**src/rtl/factor_fetch_arbiter.sv**
```systemverilog
// Factor-matrix fetch stage: round-robin arbitration of per-PE row requests, in-order memory
// reads for the granted PE, and a one-cycle broadcast of the gathered rows tagged with its id.
module factor_fetch_arbiter #(
    parameter int NUM_COMPUTE_UNITS      = 8,
    parameter int TENSOR_DIMENSIONS      = 3,
    parameter int RANK_FACTOR_MATRIX     = 16,
    parameter int FACTOR_MATRIX_WIDTH    = 32,
    parameter int MODE_TENSOR_ADDR_WIDTH = 16,
    localparam int N  = NUM_COMPUTE_UNITS,
    localparam int M  = TENSOR_DIMENSIONS - 1,
    localparam int A  = MODE_TENSOR_ADDR_WIDTH,
    localparam int RW = RANK_FACTOR_MATRIX * FACTOR_MATRIX_WIDTH,
    localparam int MW = $clog2(M) + 1,
    localparam int IW = (N > 1) ? $clog2(N) : 1,
    localparam int CW = $clog2(N) + 1
) (
    input  logic              clk,
    input  logic              rst,
    input  logic [N*M-1:0]    req_en,
    input  logic [N*M*A-1:0]  req_addr,
    output logic [N-1:0]      req_ack,
    output logic              mem_rd_en,
    input  logic              mem_rd_ready,
    output logic [MW-1:0]     mem_rd_mode,
    output logic [A-1:0]      mem_rd_addr,
    input  logic              mem_rd_valid,
    input  logic [RW-1:0]     mem_rd_data,
    output logic [M-1:0]      resp_en,
    output logic [M*RW-1:0]   resp_data,
    output logic [CW-1:0]     resp_compute_id,
    output logic              proto_err,
    output logic [1:0]        dbg_state,
    output logic [IW-1:0]     dbg_rr_ptr
);

    // Read command handshake: a command transfers on a clock edge where mem_rd_en & mem_rd_ready;
    // while ready is low, en/mode/addr stay unchanged. mem_rd_valid has no back-pressure.
    typedef enum logic [1:0] {S_IDLE, S_ISSUE, S_WAIT, S_RESP} state_t;

    state_t         state, state_nxt;
    logic [IW-1:0]  rr_ptr;
    logic [IW-1:0]  grant_id;
    logic [M-1:0]   mask;
    logic [M-1:0]   pend;
    logic [M-1:0]   ret_pend;
    logic [M*A-1:0] addr_q;
    logic [MW-1:0]  ret_cnt;
    logic [MW-1:0]  out_cnt;
    logic [N-1:0]   req_ack_q;
    logic [RW-1:0]  slots [M];

    logic           any_elig;
    logic [IW-1:0]  grant_nxt;
    logic [IW:0]    cand;
    logic [MW-1:0]  cur_mode;
    logic [MW-1:0]  ret_slot;
    logic [M-1:0]   cur_bit;
    logic [M-1:0]   ret_bit;
    logic           cmd_fire;
    logic           ret_fire;
    logic           issue_last;

    function automatic logic [MW-1:0] first_set(input logic [M-1:0] v);
        first_set = '0;
        for (int i = M - 1; i >= 0; i--) begin
            if (v[i]) first_set = MW'(i);
        end
    endfunction

    function automatic logic [MW-1:0] count_set(input logic [M-1:0] v);
        count_set = '0;
        for (int i = 0; i < M; i++) begin
            if (v[i]) count_set = count_set + MW'(1);
        end
    endfunction

    // Scan from rr_ptr upward, wrapping, and take the first PE with a non-zero mask.
    always_comb begin
        any_elig  = 1'b0;
        grant_nxt = '0;
        cand      = '0;
        for (int k = 0; k < N; k++) begin
            cand = {1'b0, rr_ptr} + (IW+1)'(k);
            if (cand >= (IW+1)'(N)) cand = cand - (IW+1)'(N);
            if (!any_elig && (|req_en[int'(cand)*M +: M])) begin
                any_elig  = 1'b1;
                grant_nxt = cand[IW-1:0];
            end
        end
    end

    assign cur_mode   = first_set(pend);
    assign ret_slot   = first_set(ret_pend);
    assign cur_bit    = M'(1) << cur_mode;
    assign ret_bit    = M'(1) << ret_slot;
    assign mem_rd_en  = (state == S_ISSUE) && (|pend);
    assign mem_rd_mode = mem_rd_en ? cur_mode : '0;
    assign mem_rd_addr = mem_rd_en ? addr_q[int'(cur_mode)*A +: A] : '0;
    assign cmd_fire   = mem_rd_en && mem_rd_ready;
    assign ret_fire   = mem_rd_valid && (out_cnt != '0);
    assign issue_last = ((pend & ~cur_bit) == '0);
    assign req_ack    = req_ack_q;
    assign dbg_state  = state;
    assign dbg_rr_ptr = rr_ptr;

    always_comb begin
        state_nxt = state;
        case (state)
            S_IDLE:  if (any_elig) state_nxt = S_ISSUE;
            S_ISSUE: if (cmd_fire && issue_last) state_nxt = S_WAIT;
            S_WAIT:  if (ret_cnt == count_set(mask)) state_nxt = S_RESP;
            S_RESP:  state_nxt = S_IDLE;
            default: state_nxt = S_IDLE;
        endcase
    end

    always_comb begin
        resp_en         = '0;
        resp_data       = '0;
        resp_compute_id = '0;
        if (state == S_RESP) begin
            resp_en         = mask;
            resp_compute_id = CW'(grant_id);
            for (int m = 0; m < M; m++) resp_data[m*RW +: RW] = slots[m];
        end
    end

    always_ff @(posedge clk or negedge rst) begin
        if (!rst) begin
            state     <= S_IDLE;
            rr_ptr    <= '0;
            grant_id  <= '0;
            mask      <= '0;
            pend      <= '0;
            ret_pend  <= '0;
            addr_q    <= '0;
            ret_cnt   <= '0;
            out_cnt   <= '0;
            req_ack_q <= '0;
            proto_err <= 1'b0;
            for (int m = 0; m < M; m++) slots[m] <= '0;
        end else begin
            state     <= state_nxt;
            req_ack_q <= '0;
            out_cnt   <= out_cnt + MW'(cmd_fire) - MW'(ret_fire);
            // A return with nothing outstanding is dropped and flagged until reset.
            if (mem_rd_valid && (out_cnt == '0)) proto_err <= 1'b1;
            if ((state == S_IDLE) && any_elig) begin
                grant_id  <= grant_nxt;
                mask      <= req_en[int'(grant_nxt)*M +: M];
                pend      <= req_en[int'(grant_nxt)*M +: M];
                ret_pend  <= req_en[int'(grant_nxt)*M +: M];
                addr_q    <= req_addr[int'(grant_nxt)*M*A +: M*A];
                req_ack_q <= N'(1) << grant_nxt;
                ret_cnt   <= '0;
                for (int m = 0; m < M; m++) slots[m] <= '0;
            end
            if (cmd_fire) pend <= pend & ~cur_bit;
            if (ret_fire) begin
                slots[ret_slot] <= mem_rd_data;
                ret_pend        <= ret_pend & ~ret_bit;
                ret_cnt         <= ret_cnt + MW'(1);
            end
            if (state == S_RESP) begin
                rr_ptr <= (grant_id == IW'(N - 1)) ? '0 : grant_id + IW'(1);
            end
        end
    end

endmodule

```
**config.mk**
```make
export PLATFORM = sky130hd
export DESIGN_NAME = factor_fetch_arbiter
export DESIGN_NICKNAME = d
export VERILOG_FILES = /design/src/rtl/factor_fetch_arbiter.sv
export SDC_FILE = /design/constraint.sdc
export NUM_CORES = 2
export LEC_CHECK = 0
export BUFFER_PORTS_ARGS = -buffer_cell sky130_fd_sc_hd__buf_2
export CAP_MARGIN = 0
export CORE_AREA = 8 8 719 721
export CTS_CLUSTER_DIAMETER = 200
export DETAILED_ROUTE_END_ITERATION = 7
export DIE_AREA = 0 0 727 729
export PLACE_DENSITY = 0.32
export REMOVE_ABC_BUFFERS = 1
export SLEW_MARGIN = 10
export SYNTH_ARGS = -nofsm -noshare
export SYNTH_HDL_FRONTEND = slang
export SYNTH_SLANG_ARGS = --single-unit
```
**constraint.sdc**
```tcl
create_clock -name clk -period 8.9 [get_ports clk]
set_clock_uncertainty 0.15 [all_clocks]
set_input_delay 0.445 -clock clk [delete_from_list [all_inputs] [get_ports clk]]
set_output_delay 0.445 -clock clk [all_outputs]
set_load 0.01 [all_outputs]
```
==> flow_results.xml <==
<?xml version="1.0" encoding="UTF-8"?>
<metrics>
  <group name="outcome">
    <metric name="outcome" unit="">complete, no violations</metric>
  </group>
  <group name="pwr">
    <metric name="power_leakage" unit="nW">37.8</metric>
    <metric name="max-vdd-ir-drop" unit="mV">0.447</metric>
    <metric name="power_per_unit_of_standard_cell_area" unit="nW/um2">314</metric>
  </group>
  <group name="die">
    <metric name="core.rowCount" unit="">262</metric>
    <metric name="die_x" unit="um">727</metric>
    <metric name="initial_utilization" unit="">0.104</metric>
    <metric name="fp.dieH" unit="um">729</metric>
    <metric name="fp.dieArea" unit="um2">530000</metric>
    <metric name="design.portCount" unit="">1851</metric>
    <metric name="core_area" unit="um2">506000</metric>
  </group>
  <group name="synthesis">
    <metric name="synth_common_cells" unit="">sky130_fd_sc_hd__nand2_1 (2108), sky130_fd_sc_hd__dfrtp_1 (1083), sky130_fd_sc_hd__and2_1 (1033), sky130_fd_sc_hd__o21ai_0 (845), sky130_fd_sc_hd__clkbuf_1 (473)</metric>
    <metric name="yosys_warnings" unit="">0</metric>
    <metric name="netlist_instances" unit="">6281</metric>
    <metric name="synth-async-reset-ratio" unit="">1.00</metric>
    <metric name="synth_largest_area_cell" unit="">sky130_fd_sc_hd__dfrtp_1</metric>
    <metric name="portion_of_the_post_synthesis_area_used_by_sequential_elements" unit="">0.512</metric>
    <metric name="synth-seq-cells" unit="">1083</metric>
    <metric name="synth_largest_type_area_fraction" unit="">0.512</metric>
    <metric name="netlist_area" unit="um2">52900</metric>
    <metric name="synth_top_flop_cell" unit="">sky130_fd_sc_hd__dfrtp_1</metric>
    <metric name="ys_types" unit="">71</metric>
    <metric name="postSynthAreaPerCell" unit="um2">8.42</metric>
    <metric name="yosys-top-cells-area" unit="">sky130_fd_sc_hd__dfrtp_1 (51%), sky130_fd_sc_hd__nand2_1 (15%), sky130_fd_sc_hd__and2_1 (12%), sky130_fd_sc_hd__o21ai_0 (8.0%), sky130_fd_sc_hd__clkbuf_1 (3.4%)</metric>
    <metric name="synth.most_common_cell" unit="">sky130_fd_sc_hd__nand2_1</metric>
    <metric name="synth_enable_flop_cells" unit="">0</metric>
  </group>
  <group name="final_layout">
    <metric name="nFillCells" unit="">58212</metric>
    <metric name="num-nets-final" unit="">9331</metric>
    <metric name="share_of_post_route_cells_with_drive_strength_above_1" unit="">0.265</metric>
    <metric name="flow.area_growth_from_synthesis" unit="%">54.0</metric>
    <metric name="final_core_utilization" unit="">0.161</metric>
  </group>
  <group name="critical_path">
    <metric name="crit_path_end_kind" unit="">flop</metric>
    <metric name="setup.worst_path.start_class" unit="">flop</metric>
    <metric name="worst-path-max-fanout" unit="">108</metric>
    <metric name="cp.required" unit="ns">9.46</metric>
    <metric name="arrival" unit="ns">8.25</metric>
    <metric name="path_class" unit="">flop to flop</metric>
  </group>
  <group name="cts">
    <metric name="clk_path_buf_depth" unit="">4</metric>
    <metric name="cts-root-buf" unit="">sky130_fd_sc_hd__clkbuf_16</metric>
    <metric name="clock-sinks" unit="">1083</metric>
    <metric name="cts-buffers-inserted" unit="">158</metric>
    <metric name="path_clk_slew" unit="ns">0.06</metric>
    <metric name="worstSkewPairLatency" unit="ns">0.82</metric>
    <metric name="cts_setup_buffers" unit="">0</metric>
    <metric name="tritoncts" unit="">yes</metric>
    <metric name="cts_max_level" unit="">4</metric>
  </group>
  <group name="placement">
    <metric name="dp_hpwl" unit="um">288000</metric>
    <metric name="routabilityCongestion" unit="">0.851</metric>
    <metric name="port_buffers" unit="">1848</metric>
  </group>
  <group name="routing">
    <metric name="drtPass1Iterations" unit="">5</metric>
    <metric name="routed-via-count" unit="">54029</metric>
    <metric name="initialDrtViolationCount" unit="">3392</metric>
    <metric name="ant_nets" unit="">0</metric>
    <metric name="wire_per_inst" unit="um">24.1</metric>
    <metric name="finalWirelength" unit="um">372000</metric>
    <metric name="post_drt_via_cell_ratio" unit="">3.51</metric>
    <metric name="drc" unit="">0</metric>
  </group>
  <group name="sta">
    <metric name="grt_setup_unrepaired" unit="">false</metric>
    <metric name="maxSlewViolCount" unit="">0</metric>
    <metric name="timing.final.hold_violations" unit="">0</metric>
    <metric name="final.min_clock_period" unit="ns">7.69</metric>
    <metric name="max_slew.worst_pin.slew" unit="ns">1.16</metric>
    <metric name="timing.final.crit_share" unit="">0.864</metric>
    <metric name="max_freq" unit="MHz">130</metric>
    <metric name="final.setup.tns" unit="ns">0</metric>
    <metric name="slew_headroom" unit="">0.228</metric>
    <metric name="final-setup-viol-count" unit="">0</metric>
  </group>
  <group name="global_route">
    <metric name="groute.usage.overall" unit="">0.133</metric>
    <metric name="grt_first_pass_wirelength" unit="um">501000</metric>
    <metric name="grt_pass1_vias" unit="">56812</metric>
    <metric name="global_route.overflow_total" unit="">0</metric>
    <metric name="pin_count_of_the_biggest_net_entering_global_routing" unit="">183</metric>
    <metric name="antenna_found_initial" unit="">87</metric>
  </group>
  <group name="job">
    <metric name="max_cap_viol_count" unit="">0</metric>
  </group>
  <group name="hold_path">
    <metric name="hp-class" unit="">input port to flop</metric>
  </group>
</metrics>
-- stage by stage --
stage | power [W] | worst slack, ns | cell area [um2] | std cells | hold WS (ns)
5_1_grt | 0.0274 | 0.687 | 81400 | 15394 | 0.0983
4_1_cts | 0.0261 | 1.33 | 81400 | 15376 | 0.00250
6_report | 0.0256 | 1.21 | 81500 | 15411 | 0.140
2_1_floorplan | 0.0143 | -14.06 | 50900 | 5764 | -0.000591
3_5_place_dp | 0.0187 | 2.93 | 69700 | 14448 | 0.296
3_3_place_gp | 0.0187 | 2.94 | 69700 | 14448 | 0.294
-- cell type report --
class / count / area [um2] / area share
Antenna cell: 35 / 87.6 / 0.00108
Clock buffer: 227 / 4500 / 0.0553
Clock inverter: 46 / 573 / 0.00704
Inverter: 10 / 37.5 / 0.000461
Multi-Input combinational cell: 4671 / 23800 / 0.292
Sequential cell: 1083 / 27100 / 0.333
Tap cell: 6732 / 8420 / 0.103
Timing Repair Buffer: 2607 / 16900 / 0.208
-- cell usage in the layout (no fill, tap or decap), types with 4 or more instances in the layout --
cell	n
sky130_fd_sc_hd__nand2_1	2105
sky130_fd_sc_hd__buf_2	1847
sky130_fd_sc_hd__dfrtp_1	1083
sky130_fd_sc_hd__and2_1	1031
sky130_fd_sc_hd__o21ai_0	845
sky130_fd_sc_hd__dlygate4sd3_1	654
sky130_fd_sc_hd__o21ai_1	225
sky130_fd_sc_hd__clkbuf_16	158
sky130_fd_sc_hd__buf_4	77
sky130_fd_sc_hd__mux2i_1	70
sky130_fd_sc_hd__mux2_2	57
sky130_fd_sc_hd__o211ai_1	52
sky130_fd_sc_hd__clkbuf_1	40
sky130_fd_sc_hd__diode_2	35
sky130_fd_sc_hd__nand3_1	35
sky130_fd_sc_hd__nand4_1	34
sky130_fd_sc_hd__clkbuf_8	29
sky130_fd_sc_hd__buf_12	29
sky130_fd_sc_hd__nor2_1	23
sky130_fd_sc_hd__nor2b_1	18
sky130_fd_sc_hd__clkinv_2	18
sky130_fd_sc_hd__a22oi_1	17
sky130_fd_sc_hd__o211ai_2	16
sky130_fd_sc_hd__ha_1	11
sky130_fd_sc_hd__nor3_1	10
sky130_fd_sc_hd__mux4_2	9
sky130_fd_sc_hd__mux2_1	9
sky130_fd_sc_hd__inv_1	8
sky130_fd_sc_hd__a21o_1	7
sky130_fd_sc_hd__clkinvlp_4	7
sky130_fd_sc_hd__a21oi_1	6
sky130_fd_sc_hd__or2_2	6
sky130_fd_sc_hd__bufinv_16	6
sky130_fd_sc_hd__xnor2_1	5
sky130_fd_sc_hd__and3_1	5
sky130_fd_sc_hd__nor4b_1	4
sky130_fd_sc_hd__nor4_1	4
sky130_fd_sc_hd__inv_6	4
sky130_fd_sc_hd__clkinv_16	4
-- report_power, final --
group	internal, W	switching [W]
logic	0.00391	0.00731
registers	0.00683	0.00113
clock network	0.00371	0.00269
total	0.0144	0.0111
-- final timing paths --
path	from	endpoint	slack, ns	cells past startpoint
hold reg to reg	ret_cnt[1]$_DFFE_PN0P_	ret_cnt[1]$_DFFE_PN0P_	0.35	1
setup reg to reg	dbg_rr_ptr[0]$_DFFE_PN0N_	addr_q[7]$_DFFE_PN0P_	1.21	15
max in group asynchronous	rst	slots[515]$_DFF_PN0_	5.90	5
min in group asynchronous	rst	ret_cnt[1]$_DFFE_PN0P_	0.57	3
hold / removal	req_en[5]	mask[1]$_DFFE_PN0P_	0.14	4
setup / recovery	dbg_rr_ptr[0]$_DFFE_PN0N_	addr_q[7]$_DFFE_PN0P_	1.21	15
-- state kept, by name, indices dropped and copies added, names as in the netlist --
register	flops
out_cnt	2
req_ack	8
ret_pend	2
proto_err	1
ret_cnt	2
addr_q	32
mask	2
grant_id	3
slots	1024
dbg_rr_ptr	3
pend	2
dbg_state	2
-- metal layers --
metal	wire [um]	global-route usage
met4	21100	0.0638
met1	154000	0.164
met5	300	0
met3	30300	0.0445
met2	166000	0.209
-- repair_timing --
action | in CTS | in global routing
gates resized for setup | 0 | 0
setup endpoints to repair | 0 | 0
hold buffers | 655 | 0
hold endpoints to repair | 1179 | 0
-- cell families (layout without fill, tap and decap cells) --
logic type      after synthesis  after routing  synth area share
xor+xnor                      8              8           0.00132
flops                      1083           1083             0.512
buf+inv                     528           2890            0.0394
fa+ha+maj                    12             12           0.00284
mux                         147            147            0.0317
simple gates               3299           3299             0.289
other cells                   1             37         0.0000709
compound gates             1203           1203             0.123
-- critical path, stage by stage (launching register included) --
cell and delay (ns):
sky130_fd_sc_hd__dfrtp_1 0.90, sky130_fd_sc_hd__inv_1 0.34, sky130_fd_sc_hd__ha_1 0.80, sky130_fd_sc_hd__nor4bb_1 0.51, sky130_fd_sc_hd__nor4_1 0.19, sky130_fd_sc_hd__mux2i_2 0.50, sky130_fd_sc_hd__o311ai_4 0.21, sky130_fd_sc_hd__o2111ai_4 0.14
sky130_fd_sc_hd__buf_4 0.45, sky130_fd_sc_hd__nand2_8 0.61, sky130_fd_sc_hd__mux2_2 0.55, sky130_fd_sc_hd__dlygate4sd3_1 0.57, sky130_fd_sc_hd__o211ai_1 0.17, sky130_fd_sc_hd__dlygate4sd3_1 0.58, sky130_fd_sc_hd__o211ai_1 0.10, sky130_fd_sc_hd__dlygate4sd3_1 0.61
Note: power is estimated with default switching activity, not from simulation.
